$ cat config.mk
export PLATFORM = sky130hd
export DESIGN_NAME = uart_rx_os
export DESIGN_NICKNAME = d
export VERILOG_FILES = /design/src/rtl/uart_pkg.sv /design/src/rtl/uart_baud_tick.sv /design/src/rtl/uart_rx_os.sv
export SDC_FILE = /design/constraint.sdc
export NUM_CORES = 1
export LEC_CHECK = 0
export CORE_UTILIZATION = 48
export CTS_CLUSTER_DIAMETER = 30
export DETAILED_ROUTE_END_ITERATION = 8
export PLACE_DENSITY_LB_ADDON = 0.05
export SKIP_LAST_GASP = 1
export SYNTH_ARGS = -nofsm -noshare
export SYNTH_HDL_FRONTEND = slang
export SYNTH_SLANG_ARGS = --single-unit
$ cat constraint.sdc
create_clock -name i_Clk -period 1.6 [get_ports i_Clk]
set_input_delay 0.24 -clock i_Clk [delete_from_list [all_inputs] [get_ports i_Clk]]
set_output_delay 0.24 -clock i_Clk [all_outputs]
set_load 0.01 [all_outputs]
$ cat src/rtl/uart_pkg.sv
// Shared UART definitions: FSM state encoding, oversampling constants and
// the baud divider calculation. The transmitter reuses this package.
package uart_pkg;

  localparam int unsigned OVERSAMPLE = 16;
  localparam int unsigned SAMPLE_MID = 8;

  typedef enum logic [2:0] {
    IDLE,
    START,
    DATA,
    PARITY,
    STOP,
    WAIT_HIGH
  } state_t;

  // Clocks per oversample tick, rounded to nearest, never below 1.
  function automatic int unsigned calc_div(input int unsigned clk_freq,
                                           input int unsigned baud,
                                           input int unsigned os);
    int unsigned d;
    d = (clk_freq + (baud * os) / 2) / (baud * os);
    if (d < 1) d = 1;
    return d;
  endfunction

endpackage

$ cat src/rtl/uart_baud_tick.sv
// Oversample tick generator: one-cycle tick every DIV clocks, restartable
// so that tick phase aligns to a detected start edge.
module uart_baud_tick #(
  parameter int unsigned DIV = 1
) (
  input  logic clk,
  input  logic rst_n,
  input  logic restart,
  output logic tick
);

  localparam int unsigned W = (DIV > 1) ? $clog2(DIV) : 1;

  logic [W-1:0] cnt;

  assign tick = (cnt == W'(DIV - 1));

  // Free-running divider, cleared on restart and after each tick.
  always_ff @(posedge clk or negedge rst_n) begin
    if (!rst_n) begin
      cnt <= '0;
    end else if (restart || tick) begin
      cnt <= '0;
    end else begin
      cnt <= cnt + W'(1);
    end
  end

endmodule

$ cat src/rtl/uart_rx_os.sv
// 16x oversampling UART receiver with 2-FF input synchroniser, 3-sample
// majority vote, false-start rejection and framing-error reporting.
// Optional even parity bit enabled by defining UART_PARITY_EN.
module uart_rx_os #(
  parameter int unsigned CLK_FREQ   = 50_000_000,
  parameter int unsigned BAUD       = 115200,
  parameter int unsigned OVERSAMPLE = 16
) (
  input  logic       i_Clk,
  input  logic       i_Rst,
  input  logic       i_Rx,
  output logic       o_fDone,
  output logic [7:0] o_Data,
  output logic       o_fErr,
  output logic       o_fBusy
);

  import uart_pkg::*;

  localparam int unsigned DIV = calc_div(CLK_FREQ, BAUD, OVERSAMPLE);

  localparam logic [3:0] T_EARLY = 4'(SAMPLE_MID - 1);
  localparam logic [3:0] T_MID   = 4'(SAMPLE_MID);
  localparam logic [3:0] T_LATE  = 4'(SAMPLE_MID + 1);
  localparam logic [3:0] T_LAST  = 4'(OVERSAMPLE - 1);

  logic       rx_meta, rx_sync;
  logic       tick, restart;
  logic       maj;

  state_t     state, state_nxt;
  logic [3:0] tick_cnt, tick_cnt_nxt;
  logic [2:0] bit_idx, bit_idx_nxt;
  logic [7:0] shift, shift_nxt;
  logic       s_early, s_early_nxt;
  logic       s_mid, s_mid_nxt;
  logic       vote, vote_nxt;
  logic [7:0] data_q, data_nxt;
  logic       done_q, done_nxt;
  logic       err_q, err_nxt;
`ifdef UART_PARITY_EN
  logic       par_err, par_err_nxt;
`endif

  uart_baud_tick #(
    .DIV(DIV)
  ) u_tick (
    .clk     (i_Clk),
    .rst_n   (i_Rst),
    .restart (restart),
    .tick    (tick)
  );

  // Input synchroniser; resets to the idle (high) line level.
  always_ff @(posedge i_Clk or negedge i_Rst) begin
    if (!i_Rst) begin
      rx_meta <= '1;
      rx_sync <= '1;
    end else begin
      rx_meta <= i_Rx;
      rx_sync <= rx_meta;
    end
  end

  // Majority of the two stored early samples and the live late sample.
  assign maj = (s_early & s_mid) | (s_early & rx_sync) | (s_mid & rx_sync);

  // State and datapath registers.
  always_ff @(posedge i_Clk or negedge i_Rst) begin
    if (!i_Rst) begin
      state    <= IDLE;
      tick_cnt <= '0;
      bit_idx  <= '0;
      shift    <= '0;
      s_early  <= '0;
      s_mid    <= '0;
      vote     <= '0;
      data_q   <= '0;
      done_q   <= '0;
      err_q    <= '0;
`ifdef UART_PARITY_EN
      par_err  <= '0;
`endif
    end else begin
      state    <= state_nxt;
      tick_cnt <= tick_cnt_nxt;
      bit_idx  <= bit_idx_nxt;
      shift    <= shift_nxt;
      s_early  <= s_early_nxt;
      s_mid    <= s_mid_nxt;
      vote     <= vote_nxt;
      data_q   <= data_nxt;
      done_q   <= done_nxt;
      err_q    <= err_nxt;
`ifdef UART_PARITY_EN
      par_err  <= par_err_nxt;
`endif
    end
  end

  // Next-state and output decode. Start detection counts as tick 0 of the
  // start bit, so the counter is loaded with 1 and the divider restarted.
  always_comb begin
    state_nxt    = state;
    tick_cnt_nxt = tick_cnt;
    bit_idx_nxt  = bit_idx;
    shift_nxt    = shift;
    s_early_nxt  = s_early;
    s_mid_nxt    = s_mid;
    vote_nxt     = vote;
    data_nxt     = data_q;
    done_nxt     = 1'b0;
    err_nxt      = 1'b0;
    restart      = 1'b0;
`ifdef UART_PARITY_EN
    par_err_nxt  = par_err;
`endif

    unique case (state)
      IDLE: begin
        if (!rx_sync) begin
          state_nxt    = START;
          tick_cnt_nxt = 4'd1;
          bit_idx_nxt  = '0;
          restart      = 1'b1;
`ifdef UART_PARITY_EN
          par_err_nxt  = 1'b0;
`endif
        end
      end

      WAIT_HIGH: begin
        if (tick) begin
          if (!rx_sync) begin
            tick_cnt_nxt = '0;
          end else if (tick_cnt == T_LAST) begin
            tick_cnt_nxt = '0;
            state_nxt    = IDLE;
          end else begin
            tick_cnt_nxt = tick_cnt + 4'd1;
          end
        end
      end

      default: begin
        if (tick) begin
          tick_cnt_nxt = tick_cnt + 4'd1;
          if (tick_cnt == T_EARLY) s_early_nxt = rx_sync;
          if (tick_cnt == T_MID)   s_mid_nxt   = rx_sync;
          if (tick_cnt == T_LATE)  vote_nxt    = maj;

          case (state)
            START: begin
              if (tick_cnt == T_LAST) begin
                state_nxt = vote ? IDLE : DATA;
              end
            end

            DATA: begin
              if (tick_cnt == T_LATE) begin
                shift_nxt = {maj, shift[7:1]};
              end
              if (tick_cnt == T_LAST) begin
                if (bit_idx == 3'd7) begin
`ifdef UART_PARITY_EN
                  state_nxt = PARITY;
`else
                  state_nxt = STOP;
`endif
                end else begin
                  bit_idx_nxt = bit_idx + 3'd1;
                end
              end
            end

`ifdef UART_PARITY_EN
            PARITY: begin
              if (tick_cnt == T_LATE) begin
                par_err_nxt = (maj != ^shift);
              end
              if (tick_cnt == T_LAST) begin
                state_nxt = STOP;
              end
            end
`endif

            STOP: begin
              if (tick_cnt == T_LATE) begin
`ifdef UART_PARITY_EN
                if (maj && !par_err) begin
`else
                if (maj) begin
`endif
                  data_nxt     = shift;
                  done_nxt     = 1'b1;
                  state_nxt    = IDLE;
                  tick_cnt_nxt = '0;
                end else begin
                  err_nxt      = 1'b1;
                  state_nxt    = WAIT_HIGH;
                  tick_cnt_nxt = '0;
                end
              end
            end

            default: begin
            end
          endcase
        end
      end
    endcase
  end

  assign o_fDone = done_q;
  assign o_fErr  = err_q;
  assign o_Data  = data_q;
  assign o_fBusy = (state != IDLE);

endmodule
# Yosys cells after proc, flatten, opt, wreduce, memory -nomap -nowiden
# Index checks and enable logic that the tools add are counted.
# totals
wordCells	98
out_inout_bits	11
input_bits	3
reg_bits	38
# op_classes
n_addsub	3
eq_ne	19
n_reduce_logical	16
n_mux	40
n_bitwise	7
# op_table
operator	n
$mux 3	15
$mux 4	7
$eq 4x4->1 const B	3
$mux 1	12
$pmux 3 s2	2
$reduce_and 3->1	4
$reduce_and 10->1	1
$eq 3x3->1 const B	3
$pmux 3 s3	1
$pmux 4 s2	1
$ne 2x2->1 const B	3
$ne 3x3->1 const B	2
$reduce_and 6->1	1
$reduce_bool 2->1	3
$add 5x1->5 const B	1
$eq 5x5->1 const B	1
$mux 5	1
$reduce_and 5->1	1
$reduce_bool 5->1	1
$add 4x1->4 const B	1
$eq 4x3->1 const B	1
$ne 2x1->1 const B	2
$ne 4x2->1 const B	1
$ne 4x4->1 const B	1
other kinds (12)	16

# Logic depth before layout (Yosys ltp)
# logic_depth
word_depth	8
mapped_depth	8
depth_no_buf	7

# By module
# From an unflattened synthesis, not the netlist that was laid out.
# hier_totals
hier_cells	157
hier_area_um2	1866.8
# modules_own_cells
mod	seq_area_each_um2	cells_per_inst	n_inst	area_each_um2
uart_rx_os	828.3	135	1	1582.8
uart_baud_tick	125.1	22	1	284.0

# Worst setup path before layout
# OpenSTA, ideal clock, no wires.
# synth_timing
path_type	register to register
from	register u_tick.cnt[0]
to	register state[0]
setup_ns	0.125
stages_incl_launch_ff	8
arrival_time_ns	1.591
period_less_slack_ns	1.715
slack_ns	-0.115
path_buffers	0
required_ns	1.475
cell_sequence	dfrtp_1 > inv_1 > ha_1 > nand4b_2 > nand2b_1 > a211oi_1 > o22ai_1 > mux2_2
# synth_via
elab_chain_len	3
word_cells_on_any_way	4
classes_between	eq/ne (2); reduce/logical (2)
# synth_lines
element	line_no	source
start, declared	uart_baud_tick.sv:14	logic [W-1:0] cnt;
start signal, assigned	uart_baud_tick.sv:25	cnt <= cnt + W'(1);
$eq 5x5->1 *	uart_baud_tick.sv:16	assign tick = (cnt == W'(DIV - 1));
$ne 2x1->1 (no line) / $reduce_bool 2->1 (equally long branches)	n/a	
$reduce_and 10->1 (no line) *	n/a	
end signal, assigned	uart_rx_os.sv:85	state <= state_nxt;
end, declared	uart_rx_os.sv:31	state_t state, state_nxt;
# Mark *: on every way between the ends. The rest lies on a longest branch, timed or not.
# A chain may end at the register's enable or synchronous reset.

# Worst setup path after layout
# Same ends and word-level chain as after synthesis.

==> impl_metrics.yaml <==
logic_synthesis:
  synth_area_per_cell_sq_um: 10.3
  syn-num-nets: 188
  yosysTopAreaCellShare_pct: 49.3
  synth-edff-count: 0
  synth.yosys.seq_area_share_pct: 52.2
  synth-main-ff-cell: "dfrtp_1"
  ys_top_cells_by_area: "dfrtp_1, nand2_1, mux2_2"
  synth_cell_type_count: 39
  yosysTopAreaCell: "dfrtp_1"
  ys_ff_latch: 38
  syn_area_sq_mm: 0.00183
  syn_inst: 178
  synth_common_cells: "dfrtp_1, nand2_1, nor2_1"
  yosys_warnings: 0
  synthArstFlopShare_pct: 100
route:
  firstDrtPassIters: 5
  wirelength_microns: 3630
  drt_iter0_drc: 77
  postRouteAntennaNets: 0
  viasPerCell: 5.15
  via_count: 1426
  routedWlPerCell_microns: 13.1
  drc_errors: 0
hold_path:
  min_delay_path_depth: 0
  holdPathEnd: "rx_sync$_DFF_PN1_"
  hp-class: "flop to flop"
  hold_start: "rx_meta$_DFF_PN1_"
critical_path:
  start_kind: "flop"
  slowest_delay_ns: 0.38
  slowest_stage: "dfrtp_1"
  path_class: "flop to flop"
  crit_chain: "inv_1 > ha_2 > nand4b_4 > nand2b_4 > a211oi_2 > o22ai_2 > mux2_2"
  required_ns: 1.79
  cp_num_cells: 7
  path_buf_inv: 1
  ff2ff_path_depth: 7
  crit_start: "u_tick.cnt[0]$_DFF_PN0_"
  arrival_ns: 1.85
  reg2reg_slack_ns: -0.06
  r2r_end: "state[0]$_DFFE_PN0P_"
  cp_top_family: "flip-flops"
  r2r-start: "u_tick.cnt[0]$_DFF_PN0_"
  crit_path_end_kind: "flop"
  path_max_fanout: 6
layout:
  areaGrowthSynthToFinish_pct: 34.7
  layout-drive-gt1-share_pct: 36.7
  fin_nets: 238
  finish.utilization_pct: 67.2
  finalNonFillerCells: 277
  diodes: 0
status:
  run_status: "finished with violations"
  violations: "setup timing"
sta:
  tightest_slew_ns: 0.515
  rsz0062_at_grt: "true"
  fin_crit_ns: 1.66
  drv_slew: 0
  setup-violations-final: 7
  fmax_ghz: 0.601
  hold_violations: 0
  slew_headroom_pct: 65.7
  layout_setup_ws_ns: -0.0639
  clock_skew_ns: 0.0117
  fin_crit_sh_pct: 104
die:
  core_sq_mm: 0.00366
  die-width_microns: 63.7
  std_cell_rows: 22
  die_area_sq_mm: 0.00405
  die_h_microns: 63.7
  initial_core_util_pct: 49.9
  io-pin-count: 14
global_route:
  grt_overflow: 0
  grt_pass1_vias: 1441
  grt_max_degree: 24
  track_usage_pct: 20.7
  grt_pass1_wl_microns: 6370
  antenna_found_initial: 0
pwr:
  total_power_mw: 1.69
  leakagePower_nw: 1.18
  ir_worst_vdd_v: 0.000597
  p_per_area_mw_per_mm2: 688
clock_tree:
  cts_root_buffer: "clkbuf_8"
  worstSkewPairLatency_ns: 0.29
  htree_levels: 2
  cts_tree: "done"
  path_clk_slew_ns: 0.08
  cts-buffers-inserted: 5
  cts.sinks: 38
  cts_buffer_depth: 2
placed_design:
  dpl_worst_slack_ns: -0.0914
  globalplace.congestion: 0.835
  dp_hpwl_microns: 2600
  portBuffers: 13
  dp_cells: 261
run:
  drv_cap: 0
[area by class of cell]
type	instances	area (sq um)
multi-input cells	125	907
inverters	9	33.8
clock inverters	2	12.5
repair buffers	49	409
flip-flops and latches	38	953
fillers	294	1200
clock buffers	6	82.6
well taps	48	60.1
[worst register-to-register path, stage by stage, from the launching register on]
cell and delay [ns]:
dfrtp_1 0.38, inv_1 0.06, ha_2 0.18, nand4b_4 0.16, nand2b_4 0.19, a211oi_2 0.22
o22ai_2 0.11, mux2_2 0.27
[power by group]
| group | leakage [nW] | switching [mW] | internal, mW | total (mW) |
|---|---|---|---|---|
| logic | 0.635 | 0.0221 | 0.00804 | 0.0302 |
| registers | 0.499 | 0.00242 | 0.964 | 0.967 |
| clock network | 0.0472 | 0.348 | 0.346 | 0.695 |
[layout by cell type (no fill, tap or decap), types with 3 or more instances in the layout]
cell type,synthesis,final
a21oi_1,8,6
nand3_2,0,3
nor3_1,4,4
nor2_1,12,10
nand3_1,10,6
buf_4,0,33
inv_1,9,8
clkbuf_8,0,6
clkdlybuf4s50_1,0,11
dfrtp_1,36,36
o21ai_1,0,4
mux2_2,11,11
ha_1,7,5
nand2_1,36,36
[sequential cells by signal, indices dropped and copies added, names as in the netlist]
name        flops
o_Data          8
u_tick.cnt      5
o_fErr          1
bit_idx         3
shift           8
rx_meta         1
o_fDone         1
vote            1
tick_cnt        4
s_early         1
s_mid           1
state           3
rx_sync         1
[repair_timing]
action                                  in CTS  in global routing
pin swaps                                    8                  2
hold buffers                                 1                  0
resized for setup                           13                  9
hold endpoints to repair                    19                  0
buffers inserted                             3                  4
endpoints found under the setup margin      18                 30
[logic make-up after synthesis]
family	after synthesis	share of synthesized area [%]
adders and majority gates	8	5.35
and+or+nand+nor	79	22.1
DFF	38	52.2
AOI/OAI and AO/OA	23	7.61
buffers and inverters	15	3.97
xor gates and xnor gates	3	1.44
muxes	12	7.33
[per-layer routing]
layer	GRT usage (%)	wire, microns
met3	4.89	108
met1	26.5	1740
met5	0	0
met2	33.6	1730
met4	8.24	46
[worst max path at each step]
stage / to
after floorplan: tick_cnt[3]$_DFFE_PN0P_
after global placement: state[0]$_DFFE_PN0P_
after detailed placement: state[0]$_DFFE_PN0P_
after CTS: tick_cnt[3]$_DFFE_PN0P_
after global routing: tick_cnt[2]$_DFFE_PN0P_
final: state[0]$_DFFE_PN0P_
[stage by stage]
step	cell area, sq um	TNS, ns	hold WS [ns]
after floorplan	1870	-0.113	-0.0556
after global placement	2240	-0.677	0.235
final	2460	-0.205	0.357
after detailed placement	2240	-1.24	0.243
after global routing	2460	-1.79	0.351
after CTS	2410	-0.338	0.348
No activity file was read; power rests on OpenSTA's default activity.
==> edit: new RTL, same flow settings <==
`shift` and `data_q` no longer have a reset.
--- a/src/rtl/uart_rx_os.sv
+++ b/src/rtl/uart_rx_os.sv
@@ -71,11 +71,9 @@
       state    <= IDLE;
       tick_cnt <= '0;
       bit_idx  <= '0;
-      shift    <= '0;
       s_early  <= '0;
       s_mid    <= '0;
       vote     <= '0;
-      data_q   <= '0;
       done_q   <= '0;
       err_q    <= '0;
 `ifdef UART_PARITY_EN
@@ -85,17 +83,20 @@
       state    <= state_nxt;
       tick_cnt <= tick_cnt_nxt;
       bit_idx  <= bit_idx_nxt;
-      shift    <= shift_nxt;
       s_early  <= s_early_nxt;
       s_mid    <= s_mid_nxt;
       vote     <= vote_nxt;
-      data_q   <= data_nxt;
       done_q   <= done_nxt;
       err_q    <= err_nxt;
 `ifdef UART_PARITY_EN
       par_err  <= par_err_nxt;
 `endif
     end
+  end
+
+  always_ff @(posedge i_Clk) begin
+    shift  <= shift_nxt;
+    data_q <= data_nxt;
   end
 
   // Next-state and output decode. Start detection counts as tick 0 of the
Check against the original RTL: same outputs for any inputs over 10 cycles, from zero or initial values and one cycle with i_Rst low; that may be too few to reach the edited logic, so the function may still have changed.
==> edit against the original RTL <==
The flow still finishes with violations (negative setup slack). Sequential cell count is the same. Die area shrank 6.9%. Cell area increased by 3.9%. Critical path depth shrank 2. Synthesized area fell by 7.1%. Core utilization rose by 8.8 points. Total power increased by 11%. Worst setup slack lost 0.26 ns. Wire length rose by 14%. Largest cell class unchanged.
==> edit: results (changes against the original RTL) <==
| Metric | Value |
|---|---|
| Antenna violations before repair | `0 (unchanged)` |
| Overall routing resource usage | `0.242 (was 0.207)` |
| CP Max Fanout | `5 (was 6)` |
| Failing checks | `negative setup slack (unchanged)` |
| CTS H-tree lvls | `2 (unchanged)` |
| Drt pass-1 iters | `4 (was 5)` |
| Worst slack, placed | `-0.300 ns (was -0.0914 ns)` |
| Largest net degree at the start of global routing | `23 (was 24)` |
| Total negative slack | `-4.49 ns (was -0.205 ns)` |
| Commonest cells post-synth | `dfrtp_1, edfxtp_1, nor2_1 (was dfrtp_1, nand2_1, nor2_1)` |
| Synth Warn # | `0 (unchanged)` |
| Post-synth ARST share | `0.579 (was 1.00)` |
| Sequential element share of the synthesized area | `0.609 (was 0.522)` |
| First-pass GRT wire length | `6.51 mm (was 6.37 mm)` |
| Run status | `complete, but fails checks (unchanged)` |
| Worst slew pin tran | `0.304 ns (was 0.515 ns)` |
| Share of total power in combinational logic | `0.012 (was 0.018)` |
| Gpl congestion | `0.881 (was 0.835)` |
| Dpl cell area | `2130 µm² (was 2240 µm²)` |
| I/O Buffers | `13 (unchanged)` |
| TritonCTS buffer count | `5 (unchanged)` |
| Layout fillers | `215 (was 294)` |
| Comb group | `21.8 µW (was 30.2 µW)` |
| NumNets Final | `214 (was 238)` |
| Leakage | `0.00100 µW (was 0.00118 µW)` |
| Final Util | `0.760 (was 0.672)` |
| Area contributors post-synth | `dfrtp_1, edfxtp_1, ha_1 (was dfrtp_1, nand2_1, mux2_2)` |
| Iter 0 DRT Violations | `59 (was 77)` |
| Hold Path Class | `input port to asynchronous set/reset pin (was flip-flop to flip-flop)` |
| EDFF count, synth | `16 (was 0)` |
| Post-CTS resize count | `14 (was 13)` |
| Setup ws final | `-0.328 ns (was -0.0639 ns)` |
| Number of diodes | `0 (unchanged)` |
| Post-synth net total | `148 (was 188)` |
| Layout cell share with drive strength beyond 1 | `0.444 (was 0.367)` |
| Routed wire length | `4.15 mm (was 3.63 mm)` |
| Root buffer cell | `clkbuf_4 (was clkbuf_8)` |
| Post-CTS Setup Repair Bufs | `11 (was 3)` |
| Clock transition at path regs | `0.13 ns (was 0.08 ns)` |
| Unique masters post-synth | `48 (was 39)` |
| P_seq | `1020 µW (was 967 µW)` |
| Finish-stage setup viols | `28 (was 7)` |
| Synthesized area per cell | `12.3 µm² (was 10.3 µm²)` |
| CTS Buffer Depth | `2 (unchanged)` |
| Routed len/inst | `16.5 µm (was 13.1 µm)` |
| Worst Reg-to-Reg Cells | `5 (was 7)` |
| DPL Wire Length | `2.64 mm (was 2.60 mm)` |
| Int Power | `1510 µW (was 1320 µW)` |
| Clock Latency Late Sink | `0.36 ns (was 0.29 ns)` |
| Placed Cells incl. Taps | `226 (was 261)` |
| Crit path DAT | `2.15 ns (was 1.85 ns)` |
| Vias post-DR | `1379 (was 1426)` |
| Max Clock Skew | `0.0215 ns (was 0.0117 ns)` |
| Maximum VDD drop | `0.000662 V (was 0.000597 V)` |
-- edit: area by class of cell --
| cell class | count | area share |
|---|---|---|
| Clock buffer | 5 | 0.0147 |
| Clock inverter | 3 | 0.0269 |
| Inverter | 8 | 0.0118 |
| Multi-Input combinational cell | 87 | 0.305 |
| Sequential cell | 38 | 0.405 |
| Tap cell | 46 | 0.0225 |
| Timing Repair Buffer | 64 | 0.214 |
-- edit: routing by layer --
layer  vias up  global-route usage  wire length [µm]
li1        643                   -                 -
met1       677               0.294              1730
met2        50               0.413              2150
met3         9              0.0525               206
met4         0               0.111                61
met5         -                   0                 0
-- edit: kinds of logic (layout without fill, tap and decap cells) --
family | count (synthesis) | after routing | synth area share
buffers and inverters | 13 | 80 | 0.0347
AOI/OAI and AO/OA | 24 | 24 | 0.103
adders and majority gates | 8 | 8 | 0.0575
xor gates and xnor gates | 3 | 3 | 0.0155
and+or+nand+nor | 48 | 48 | 0.155
muxes | 4 | 4 | 0.0258
DFF | 38 | 38 | 0.609
-- edit: worst paths after layout --
check                                           from                   end  slack [ns]
worst max register to register  state[2]$_DFFE_PN0P_  state[2]$_DFFE_PN0P_       -0.33
worst min-delay path                           i_Rst     s_mid$_DFFE_PN0P_        0.20
worst min register to register     rx_meta$_DFF_PN1_     rx_sync$_DFF_PN1_        0.36
max in group asynchronous                      i_Rst     rx_sync$_DFF_PN1_        1.09
worst max-delay path            state[2]$_DFFE_PN0P_  state[2]$_DFFE_PN0P_       -0.33
min in group i_Clk                              i_Rx     rx_meta$_DFF_PN1_        0.30
-- edit: critical path, cell delays in order, from the launching register on --
cell	delay (ns)
dfrtp_1	0.42
buf_6	0.14
or2_4	0.25
or3_4	0.38
a32o_2	0.27
a221o_1	0.35
